File: config.mk
export PLATFORM = sky130hd
export DESIGN_NAME = note_player
export DESIGN_NICKNAME = d
export VERILOG_FILES = /design/src/rtl/note_player.sv
export SDC_FILE = /design/constraint.sdc
export NUM_CORES = 1
export LEC_CHECK = 0
export ABC_CLOCK_PERIOD_IN_PS = 5900
export CAP_MARGIN = 20
export CORE_UTILIZATION = 44
export DETAILED_ROUTE_END_ITERATION = 12
export GPL_TIMING_DRIVEN = 0
export SYNTH_ARGS = -nofsm -noshare
export SYNTH_HDL_FRONTEND = slang
export SYNTH_SLANG_ARGS = --single-unit
File: constraint.sdc
create_clock -name CLK -period 5.9 [get_ports CLK]
set_input_delay 1.475 -clock CLK [delete_from_list [all_inputs] [get_ports CLK]]
set_output_delay 1.475 -clock CLK [all_outputs]
set_load 0.1 [all_outputs]
File: src/rtl/note_player.sv
// Song-command player: sequences WAIT/LOAD/PLAY/ACK for each ROM word and renders
// tones as a square wave on Q; BUSY dips for one cycle to step the song address.
module note_player #(
    parameter int CLK_HZ = 12_000_000,
    parameter int GAP_MS = 10,
    parameter int BEAT0  = 125
) (
    input  logic        CLK,
    input  logic        RST_N,
    input  logic        EN,
    input  logic [11:0] COMMAND,
    output logic        BUSY,
    output logic        Q
);
    localparam int     MS_DIV   = CLK_HZ / 1000;
    localparam int     MS_W     = (MS_DIV > 1) ? $clog2(MS_DIV) : 1;
    localparam longint HALF_MAX = (longint'(CLK_HZ) * 50) / 26163;
    localparam int     HW       = $clog2(HALF_MAX + 1);
    localparam logic [13:0] GAP_REM = 14'(GAP_MS);

    typedef enum logic [2:0] {
        S_IDLE, S_WAIT1, S_WAIT2, S_LOAD, S_PLAY, S_ACK, S_STOP
    } state_t;

    // Half-period in clocks for each semitone of octave 4 (frequencies in centi-Hz).
    function automatic int half_of(input int s);
        longint f;
        case (s)
            1:       f = 27718;
            2:       f = 29366;
            3:       f = 31113;
            4:       f = 32963;
            5:       f = 34923;
            6:       f = 36999;
            7:       f = 39200;
            8:       f = 41530;
            9:       f = 44000;
            10:      f = 46616;
            11:      f = 49388;
            default: f = 26163;
        endcase
        return int'((longint'(CLK_HZ) * 50) / f);
    endfunction

    logic [HW-1:0] half_tbl [16];

    for (genvar gi = 0; gi < 16; gi++) begin : g_pitch
        assign half_tbl[gi] = HW'(half_of(gi));
    end

    state_t         state_reg, state_next;
    logic [9:0]     beat_ms_reg, beat_ms_next;
    logic [13:0]    rem_ms_reg, rem_ms_next;
    logic [MS_W-1:0] ms_cnt_reg, ms_cnt_next;
    logic [HW-1:0]  phase_reg, phase_next;
    logic [HW-1:0]  half_reg, half_next;
    logic           tone_reg, tone_next;
    logic           silent_reg, silent_next;
    logic           busy_reg, busy_next;
    logic           q_reg, q_next;

    logic [4:0]     dur;
    logic           ms_tick;
    logic           phase_wrap;

    assign dur        = (COMMAND[3:0] == 4'd0) ? 5'd16 : {1'b0, COMMAND[3:0]};
    assign ms_tick    = (ms_cnt_reg == MS_W'(MS_DIV - 1));
    assign phase_wrap = (phase_reg == half_reg - HW'(1));

    always_comb begin
        state_next   = state_reg;
        beat_ms_next = beat_ms_reg;
        rem_ms_next  = rem_ms_reg;
        ms_cnt_next  = ms_cnt_reg;
        phase_next   = phase_reg;
        half_next    = half_reg;
        tone_next    = tone_reg;
        silent_next  = silent_reg;

        if (!EN) begin
            state_next = S_IDLE;
        end else begin
            case (state_reg)
                S_IDLE:  state_next = S_WAIT1;
                S_WAIT1: state_next = S_WAIT2;
                S_WAIT2: state_next = S_LOAD;
                S_LOAD: begin
                    if (COMMAND == 12'hFFF) begin
                        state_next = S_STOP;
                    end else if (!COMMAND[11]) begin
                        state_next  = S_PLAY;
                        rem_ms_next = {4'b0, beat_ms_reg} * {9'b0, dur};
                        ms_cnt_next = '0;
                        phase_next  = '0;
                        tone_next   = 1'b0;
                        half_next   = half_tbl[COMMAND[9:6]] >> COMMAND[5:4];
                        silent_next = (COMMAND[9:8] == 2'b11);
                    end else begin
                        state_next = S_ACK;
                        if (COMMAND[10] == 1'b0) begin
                            beat_ms_next = (COMMAND[9:0] == 10'd0) ? 10'd1 : COMMAND[9:0];
                        end
                    end
                end
                S_PLAY: begin
                    ms_cnt_next = ms_tick ? '0 : ms_cnt_reg + MS_W'(1);
                    if (ms_tick) begin
                        rem_ms_next = rem_ms_reg - 14'd1;
                        if (rem_ms_reg == 14'd1) begin
                            state_next = S_ACK;
                        end
                    end
                    // Phase keeps running through the articulation gap.
                    if (phase_wrap) begin
                        phase_next = '0;
                        tone_next  = ~tone_reg;
                    end else begin
                        phase_next = phase_reg + HW'(1);
                    end
                end
                S_ACK:   state_next = S_WAIT1;
                S_STOP:  state_next = S_STOP;
                default: state_next = S_IDLE;
            endcase
        end

        busy_next = (state_next == S_WAIT1) || (state_next == S_WAIT2) ||
                    (state_next == S_LOAD)  || (state_next == S_PLAY);
        q_next    = (state_next == S_PLAY) && !silent_next && tone_next &&
                    (rem_ms_next > GAP_REM);
    end

    always_ff @(posedge CLK or negedge RST_N) begin
        if (!RST_N) begin
            state_reg   <= S_IDLE;
            beat_ms_reg <= 10'(BEAT0);
            rem_ms_reg  <= '0;
            ms_cnt_reg  <= '0;
            phase_reg   <= '0;
            half_reg    <= '0;
            tone_reg    <= 1'b0;
            silent_reg  <= 1'b0;
            busy_reg    <= 1'b0;
            q_reg       <= 1'b0;
        end else begin
            state_reg   <= state_next;
            beat_ms_reg <= beat_ms_next;
            rem_ms_reg  <= rem_ms_next;
            ms_cnt_reg  <= ms_cnt_next;
            phase_reg   <= phase_next;
            half_reg    <= half_next;
            tone_reg    <= tone_next;
            silent_reg  <= silent_next;
            busy_reg    <= busy_next;
            q_reg       <= q_next;
        end
    end

    assign BUSY = busy_reg;
    assign Q    = q_reg;

endmodule

Yosys cells after proc, flatten, opt, wreduce, memory -nomap -nowiden

Memories as Yosys holds them, arrays and structs flattened.
Cells that the tools add are included.

Register bits after elaboration: 75
Bits in read-only memories: 240
Bits of input ports: 15
Output and inout port bits: 2
Logic and storage cells: 88
Memories: 1

Memories:

| memory           | words | width | read ports | clocked after Yosys merged registers in | write ports | line | source |
|---|---|---|---|---|---|---|---|
| (name not given) | 16    | 15    | 1          | 0                                       | 0           | 96   | `half_next = half_tbl[COMMAND[9:6]] >> COMMAND[5:4];` |

Add/subtract/negate cells: 4
Multipliers: 1
Order comparisons: 2
Equal/unequal tests: 17
Shifts and indexed selects: 1
Mux-type cells: 32
Bitwise gates (word level): 5
Reduce and logical (&&, ||, !) cells: 15

Operator list:

| kind                                                                              | number |
|---|---|
| 14-bit 2-to-1 mux                                                                 | 7 |
| 15-bit 2-to-1 mux                                                                 | 5 |
| 14-bit case mux with 2 select lines                                               | 2 |
| 15-bit case mux with 2 select lines                                               | 1 |
| 3-bit case mux with 6 select lines                                                | 1 |
| 15-bit by 1-bit adder with 15-bit output (second input constant)                  | 1 |
| 15-bit == test                                                                    | 1 |
| 15-bit by 2-bit right shift with 15-bit output                                    | 1 |
| 15-bit by 1-bit subtractor with 15-bit output (second input constant)             | 1 |
| 14-bit by 1-bit adder with 14-bit output (second input constant)                  | 1 |
| 14-bit by 1-bit == test with 1-bit output (second input constant)                 | 1 |
| 14-bit == test (second input constant)                                            | 1 |
| 14-bit by 4-bit greater-than comparator with 1-bit output (second input constant) | 1 |
| 10-bit by 5-bit multiplier with 14-bit output                                     | 1 |
| 14-bit by 1-bit subtractor with 14-bit output (second input constant)             | 1 |
| 12-bit == test (second input constant)                                            | 1 |
| 3-bit by 2-bit == test with 1-bit output (second input constant)                  | 4 |
| 3-bit == test (second input constant)                                             | 4 |
| 10-bit zero test                                                                  | 1 |
| 10-bit 2-to-1 mux                                                                 | 1 |
| 1-bit 2-to-1 mux                                                                  | 9 |
| 3-bit 2-to-1 mux                                                                  | 3 |
| 4-bit AND reduction                                                               | 2 |
| 3-bit by 1-bit == test with 1-bit output (second input constant)                  | 2 |
| other kinds (16)                                                                  | 24 |

Logic depth before layout (Yosys ltp)

Depth after elaboration: 9
Gate-level depth with buffers: 18
Depth with buffers taken out: 17

Least setup slack after synthesis

Ideal clock, no wire load.

Path kind: input-to-reg
From: input COMMAND[3]
To: register q_reg (netlist: Q)
Library setup time: 131 ps
Data arrival time: 5502 ps
Data required time: 5769 ps
Path slack: 267 ps
Stages: 17
Buffers on the path: 1
Cell sequence: nor4_1 > clkbuf_1 > and2_1 > fa_1 > fa_1 > inv_1 > fa_1 > inv_1 > ha_1 > or3_1 > nand2b_1 > o22ai_1 > xnor2_1 > a221o_1 > nand4b_1 > nor4_1 > a21oi_1

Cells in the longest elaborated chain, start to end: 9
Elaborated cells on any way between the ends: 23
Those cells by class: 1 x mul; 1 x order compare; 2 x eq/ne; 14 x mux; 5 x reduce/logical

Ends and longest elaborated chain:

| item                                                          | line | source |
|---|---|---|
| start, declared                                               | 11   | `input logic [11:0] COMMAND,` |
| 4-bit zero test                                               | 66   | `assign dur = (COMMAND[3:0] == 4'd0) ? 5'd16 : {1'b0, COMMAND[3:0]};` |
| 5-bit 2-to-1 mux                                              | 66   |  |
| 10-bit by 5-bit multiplier with 14-bit output                 | 92   | `rem_ms_next = {4'b0, beat_ms_reg} * {9'b0, dur};` |
| 14-bit 2-to-1 mux                                             | 90   | `end else if (!COMMAND[11]) begin` |
| 14-bit 2-to-1 mux (*)                                         | 88   | `if (COMMAND == 12'hFFF) begin` |
| 14-bit case mux with 2 select lines (*)                       | 83   | `case (state_reg)` |
| 14-bit 2-to-1 mux (*)                                         | 80   | `if (!EN) begin` |
| named net rem_ms_next[10]                                     | 53   | `logic [13:0] rem_ms_reg, rem_ms_next;` |
| 14-bit by 4-bit greater-than comparator with 1-bit output (*) | 130  | `(rem_ms_next > GAP_REM);` |
| 1-bit logical AND (*)                                         | 129  | `q_next = (state_next == S_PLAY) && !silent_next && tone_next &&` |
| named net q_next                                              | 60   | `logic q_reg, q_next;` |
| end signal, assigned                                          | 155  | `q_reg <= q_next;` |
| end, declared                                                 | 60   |  |

The timed path passes the listed nets; every way through them passes the cells marked *.
A chain may end at the register's enable or synchronous reset.

Worst setup path after layout

Ends and elaborated chain as after synthesis.

==> metrics <==
outcome=complete, no violations; register clock-pin slew on the reported worst setup and hold paths=0.06 ns; most common cell after layout, fill and taps aside=nand2_1; Final Critical Period=5.68 ns; vias per cell=5.74; placed cell areas=0.00676 mm2; htree depth=3; Ys Warns=0; Netlist cell types=72; worst-margin pin slew=0.964 ns; Initial Utilization=45.5%; CTS Buf Count=9; post-layout util=51.4%; number of flops mapped to enable cells by yosys=0; Final Max Tran Viols=0; RePlAce Congestion=0.927; synth top area cells=dfrtp_1, fa_1, ha_1, nand2_1, o21ai_0; mapped cell area=0.00639 mm2; # DRC=0; P per Cell Area=298 mW/mm2; Total Wirelength=16,000 um; skew final=0.00844 ns; 1st-pass router iterations=5; die height=122 um; Root Driver=clkbuf_16; initial drt markers=283; dpl hpwl=12,200 um; maximum clock rate=0.176 GHz; layout cells sized above 1=10.1%; fin crit share=96.3%; crit path max fanout=7; Final Hold Fails=0; first-pass GRT wire length=26,700 um; Inserted Diodes=0; Final nets=861; row cnt=43; Fin Hold WS=0.491 ns; max-cap violations=0; Rel. slew slack=35.6%; Arr. time, crit path=5.89 ns; final setup violation count=0; Avg WL per Cell=16.4 um; Max clock buf depth=2; initial antenna violation count=0; Most used DFF post-synth=dfrtp_1; placed cells=952; commonest non-fill, non-tap cells in the layout=nand2_1, dfrtp_1, o21ai_0; Post-Layout Cell Count=974; I/O Buffers=12; Sink Count=75; # IOs=17; area leader, netlist=dfrtp_1; die area=0.0150 mm2; Clk Latency, worst-skew pair=0.34 ns; final instance area=0.00722 mm2; Core ar.=0.0140 mm2; crit end category=flip-flop; peak supply drop=0.147 mV; area added between synthesis and finish=13.0%; Mapped Cells=759; Syn Area/Cell=8.42 um2; chip width=122 um; Synth Register Bits=75; CTS tree=built; Overall Global Routing Usage=22.7%; GR Overflow Total=0; WP data required=6.11 ns; P_leak=3.19 nW; critical path class=input port to flip-flop; Yosys top cell area share=27.0%; largest net degree at the start of global routing=55; vias in the first global route=5,463; antenna-violating nets left=0; vias=5,594; CP startpoint kind=input port; syn_nets=831; Post-synth ARST share=100%; sequential area share after synthesis=29.5%; HP Class=flip-flop to flip-flop
-- layout make-up --
cell class,count,area (um2)
Fill cell,1342,6820
Multi-Input combinational cell,598,4300
Sequential cell,75,1880
Clock buffer,11,253
Tap cell,180,225
Buffer,40,180
Inverter,46,173
Timing Repair Buffer,19,170
Clock inverter,5,36.3
-- critical path, stage by stage --
cell and delay, ns:
clkbuf_2 0.13, nor4_4 0.38, clkbuf_8 0.23, and2_1 0.14, fa_1 0.45, fa_1 0.56
inv_1 0.06, fa_1 0.53, inv_1 0.06, ha_4 0.18, or3_4 0.41, nand2b_4 0.16
o22ai_4 0.11, xnor2_2 0.09, a221o_1 0.34, nand4b_1 0.20, nor4_2 0.28, a21oi_1 0.10
-- metal layers --
layer	wire (um)	up-vias	part of all wire, %	global-route usage [%]
met2	7510	122	47	36.6
met3	479	23	3.0	2.93
li1	-	2732	-	-
met4	313	0	2.0	9.22
met1	7690	2717	48	30.7
met5	0	-	0	0
-- kinds of logic after synthesis --
group           synth area share, %
mux                            2.25
simple gates                   26.4
compound gates                 16.3
fa+ha+maj                      13.9
buf+inv                        5.33
flops                          29.5
xor+xnor                       6.31
-- per-stage QoR --
step | setup slack [ns] | power [mW] | setup TNS, ns
after global routing | -0.00519 | 2.31 | -0.00519
after floorplan | 0.267 | 1.35 | 0
after detailed placement | -0.930 | 1.56 | -3.65
after CTS | 0.0743 | 2.11 | 0
final | 0.221 | 2.15 | 0
after global placement | -0.899 | 1.54 | -3.63
-- report_power, final --
part | internal [mW] | switching, mW | total [mW] | leakage [nW]
Sequential | 0.623 | 0.134 | 0.756 | 0.985
Combinational | 0.382 | 0.482 | 0.864 | 2.07
Clock | 0.308 | 0.224 | 0.533 | 0.134
Total | 1.31 | 0.840 | 2.15 | 3.19
-- path summary, 6_finish.rpt --
kind	from	to	slack, ns	cells after the start
max in group asynchronous	RST_N	beat_ms_reg[4]	4.27	2
min	silent_reg	silent_reg	0.49	2
max reg2reg	beat_ms_reg[5]	Q	1.45	15
min reg2reg	silent_reg	silent_reg	0.49	2
max	COMMAND[3]	Q	0.22	18
min in group asynchronous	RST_N	ms_cnt_reg[12]	1.02	1
-- cell usage after synthesis (6+ instances only) --
cell and n:
nand2_1 100, dfrtp_1 69, o21ai_0 57, nor2_1 52
inv_1 45, ha_1 34, and2_1 31, a21oi_1 28
clkbuf_1 28, nand3_1 24, xor2_1 24, fa_1 23
xnor2_1 22, nand4_1 14, nor3_1 13, mux2i_1 11
nor4_1 10, or3_1 10, a21o_1 9, and3_1 9
nor2b_1 8, nand2b_1 7, nand4b_1 7, a211oi_1 6
a22o_1 6, dfstp_2 6, o22ai_1 6, o31ai_1 6
-- what timing repair did --
item / 4_1_cts / 5_1_grt
hold buffers: 0 / 0
setup endpoints to repair: 5 / 1
buffers inserted: 2 / 4
pin swaps: 1 / 12
resized for setup: 11 / 32
cloned: 0 / 0
hold endpoints to repair: 0 / 0
No activity file was read; power rests on OpenSTA's default activity.
==> RTL change, RTL diff (same flow settings) <==
`CLK_HZ`: 12_000_000 -> 6_000_000.
--- a/src/rtl/note_player.sv
+++ b/src/rtl/note_player.sv
@@ -1,7 +1,7 @@
 // Song-command player: sequences WAIT/LOAD/PLAY/ACK for each ROM word and renders
 // tones as a square wave on Q; BUSY dips for one cycle to step the song address.
 module note_player #(
-    parameter int CLK_HZ = 12_000_000,
+    parameter int CLK_HZ = 6_000_000,
     parameter int GAP_MS = 10,
     parameter int BEAT0  = 125
 ) (
Function: same outputs for any inputs over 10 cycles, from zero or initial values and one cycle with RST_N low; that may be too few to reach the edited logic, so the function may still have changed.
==> RTL change against the unedited design <==
The flow now finishes with violations (setup timing). Area after synthesis shrank 1.8%. Critical path depth is the same. Wire length shrank 2.2%. Setup slack lost 290 ps. Sequential cell count shrank 3. Final area shrank 0.42%. Core utilization grew 0.38 points. Register-to-register slack lost 460 ps. Non-clock buffer count shrank 4. Synthesized cell count shrank 1.2%. Die area shrank 1.8%. Power grew 7.4%. Via count shrank 2.1%. Critical endpoint unchanged. Largest power group unchanged.
==> RTL change: results <==
{
  "slowest_delay_ps": 540,
  "critPathArrivalTime_ps": 6180,
  "synthAdderAreaFrac": 0.1413,
  "synthXorXnorAreaFrac": 0.05448,
  "portBuffers": 14,
  "drt_iter0_drc": 381,
  "hpwl_um": 11880,
  "switchingPower_uw": 897.6,
  "grt_pass1_vias": 5550,
  "tightest_slew_ps": 955.7,
  "globalRouteMet3Util": 0.04041,
  "synthArstFlopShare": 1.000,
  "netlist-cell-type-count": 82,
  "use_met2": 0.3764,
  "critical_path.max_fanout": 5,
  "syn-num-nets": 822,
  "clock_latency_ps": 340,
  "viasPerCell": 5.671,
  "ys_ff_latch": 72,
  "met1_usage": 0.3029,
  "slowest_stage": "fa_1",
  "crit_start": "COMMAND[2]",
  "rr_startpoint": "beat_ms_reg[2]",
  "global_route.usage.total": 0.2295,
  "grt_start_max_net_pins": 55,
  "tns_ps": -70.63,
  "drive_above_1_share": 0.1158,
  "failed_checks": "setup timing",
  "synth_compound_area_frac": 0.1736,
  "htreeDepth": 3,
  "finClkSkew_ps": 4.250,
  "grt_pass1_wl_um": 26690,
  "leakage_uw": 0.003199,
  "ir_worst_vdd_mv": 0.1553,
  "fin_ws_ps": -70.63,
  "yosys-top-cells-count": "nand2_1, dfrtp_1, nor2_1",
  "status": "finished with violations",
  "wl_per_cell_um": 16.20,
  "final_net_count": 853,
  "setup_viol": 1
}
RTL change: changes by cell type in the layout (fill, tap and decap cells not counted), moves of 6 or more:
cell,before,now
a31oi_1,3,9
mux2i_1,11,5
nand2_1,100,88
nand4b_1,7,0
nor2_1,50,60
nor3_1,12,18
or3_1,9,17
RTL change: logic make-up (layout without fill, tap and decap cells):
group | count (synthesis) | after routing
simple gates | 321 | 321
compound gates | 165 | 165
buf+inv | 85 | 121
flops | 72 | 72
fa+ha+maj | 57 | 57
xor+xnor | 39 | 39
mux | 11 | 11
RTL change: cell type report:
| class | instances | area [µm²] |
|---|---|---|
| plain buffers | 35 | 162.7 |
| multi-input cells | 593 | 4284 |
| well taps | 180 | 225.2 |
| clock inverters | 5 | 81.33 |
| inverters | 50 | 187.7 |
| flip-flops and latches | 72 | 1809 |
| clock buffers | 11 | 232.7 |
| fillers | 1326 | 6693 |
| repair buffers | 20 | 205.2 |
RTL change: repair_timing:
action | 4_1_cts | 5_1_grt
setup buffers | 4 | 1
resized for setup | 27 | 3
pin swaps | 13 | 5
endpoints found under the hold margin | 0 | 0
endpoints found under the setup margin | 1 | 1
RTL change: metal layers:
layer	share of wire	wire length (µm)
met1	0.48	7555
met2	0.47	7321
met3	0.035	545
met4	0.014	225
met5	0	0
RTL change: worst paths after layout:
kind,endpoint,slack [ps],depth (start not counted)
setup / recovery,Q,-70,18
hold / removal,silent_reg,490,2
setup reg to reg,Q,990,14
hold reg to reg,silent_reg,490,2
max in group asynchronous,beat_ms_reg[3],4290,2
min in group asynchronous,phase_reg[9],1010,1
RTL change: tightest hold or removal path, delay by kind of cell, from the launching register on:
| kind | cells | cell delay [ps] |
|---|---|---|
| DFF | 1 | 330 |
| and+or+nand+nor | 1 | 40 |
| AOI/OAI and AO/OA | 1 | 80 |
RTL change: power groups by stage:
stage / logic [µW] / clock network, µW / registers [µW]
floorplan: 755 / 0 / 696
global placement: 936 / 0 / 726
detailed placement: 957 / 0 / 730
CTS: 985 / 599 / 724
global route: 1130 / 621 / 743
finish: 1000 / 582 / 726
RTL change: per-stage QoR:
stage | hold WS (ps) | cell area (µm²) | util | std cells
4_1_cts | 502.5 | 7159 | 0.5158 | 965
2_1_floorplan | 446.5 | 6376 | - | 750
3_3_place_gp | 479.7 | 6741 | 0.4857 | 944
5_1_grt | 537.0 | 7188 | 0.5178 | 966
6_report | 493.1 | 7188 | 0.5178 | 966
3_5_place_dp | 483.5 | 6766 | 0.4875 | 945
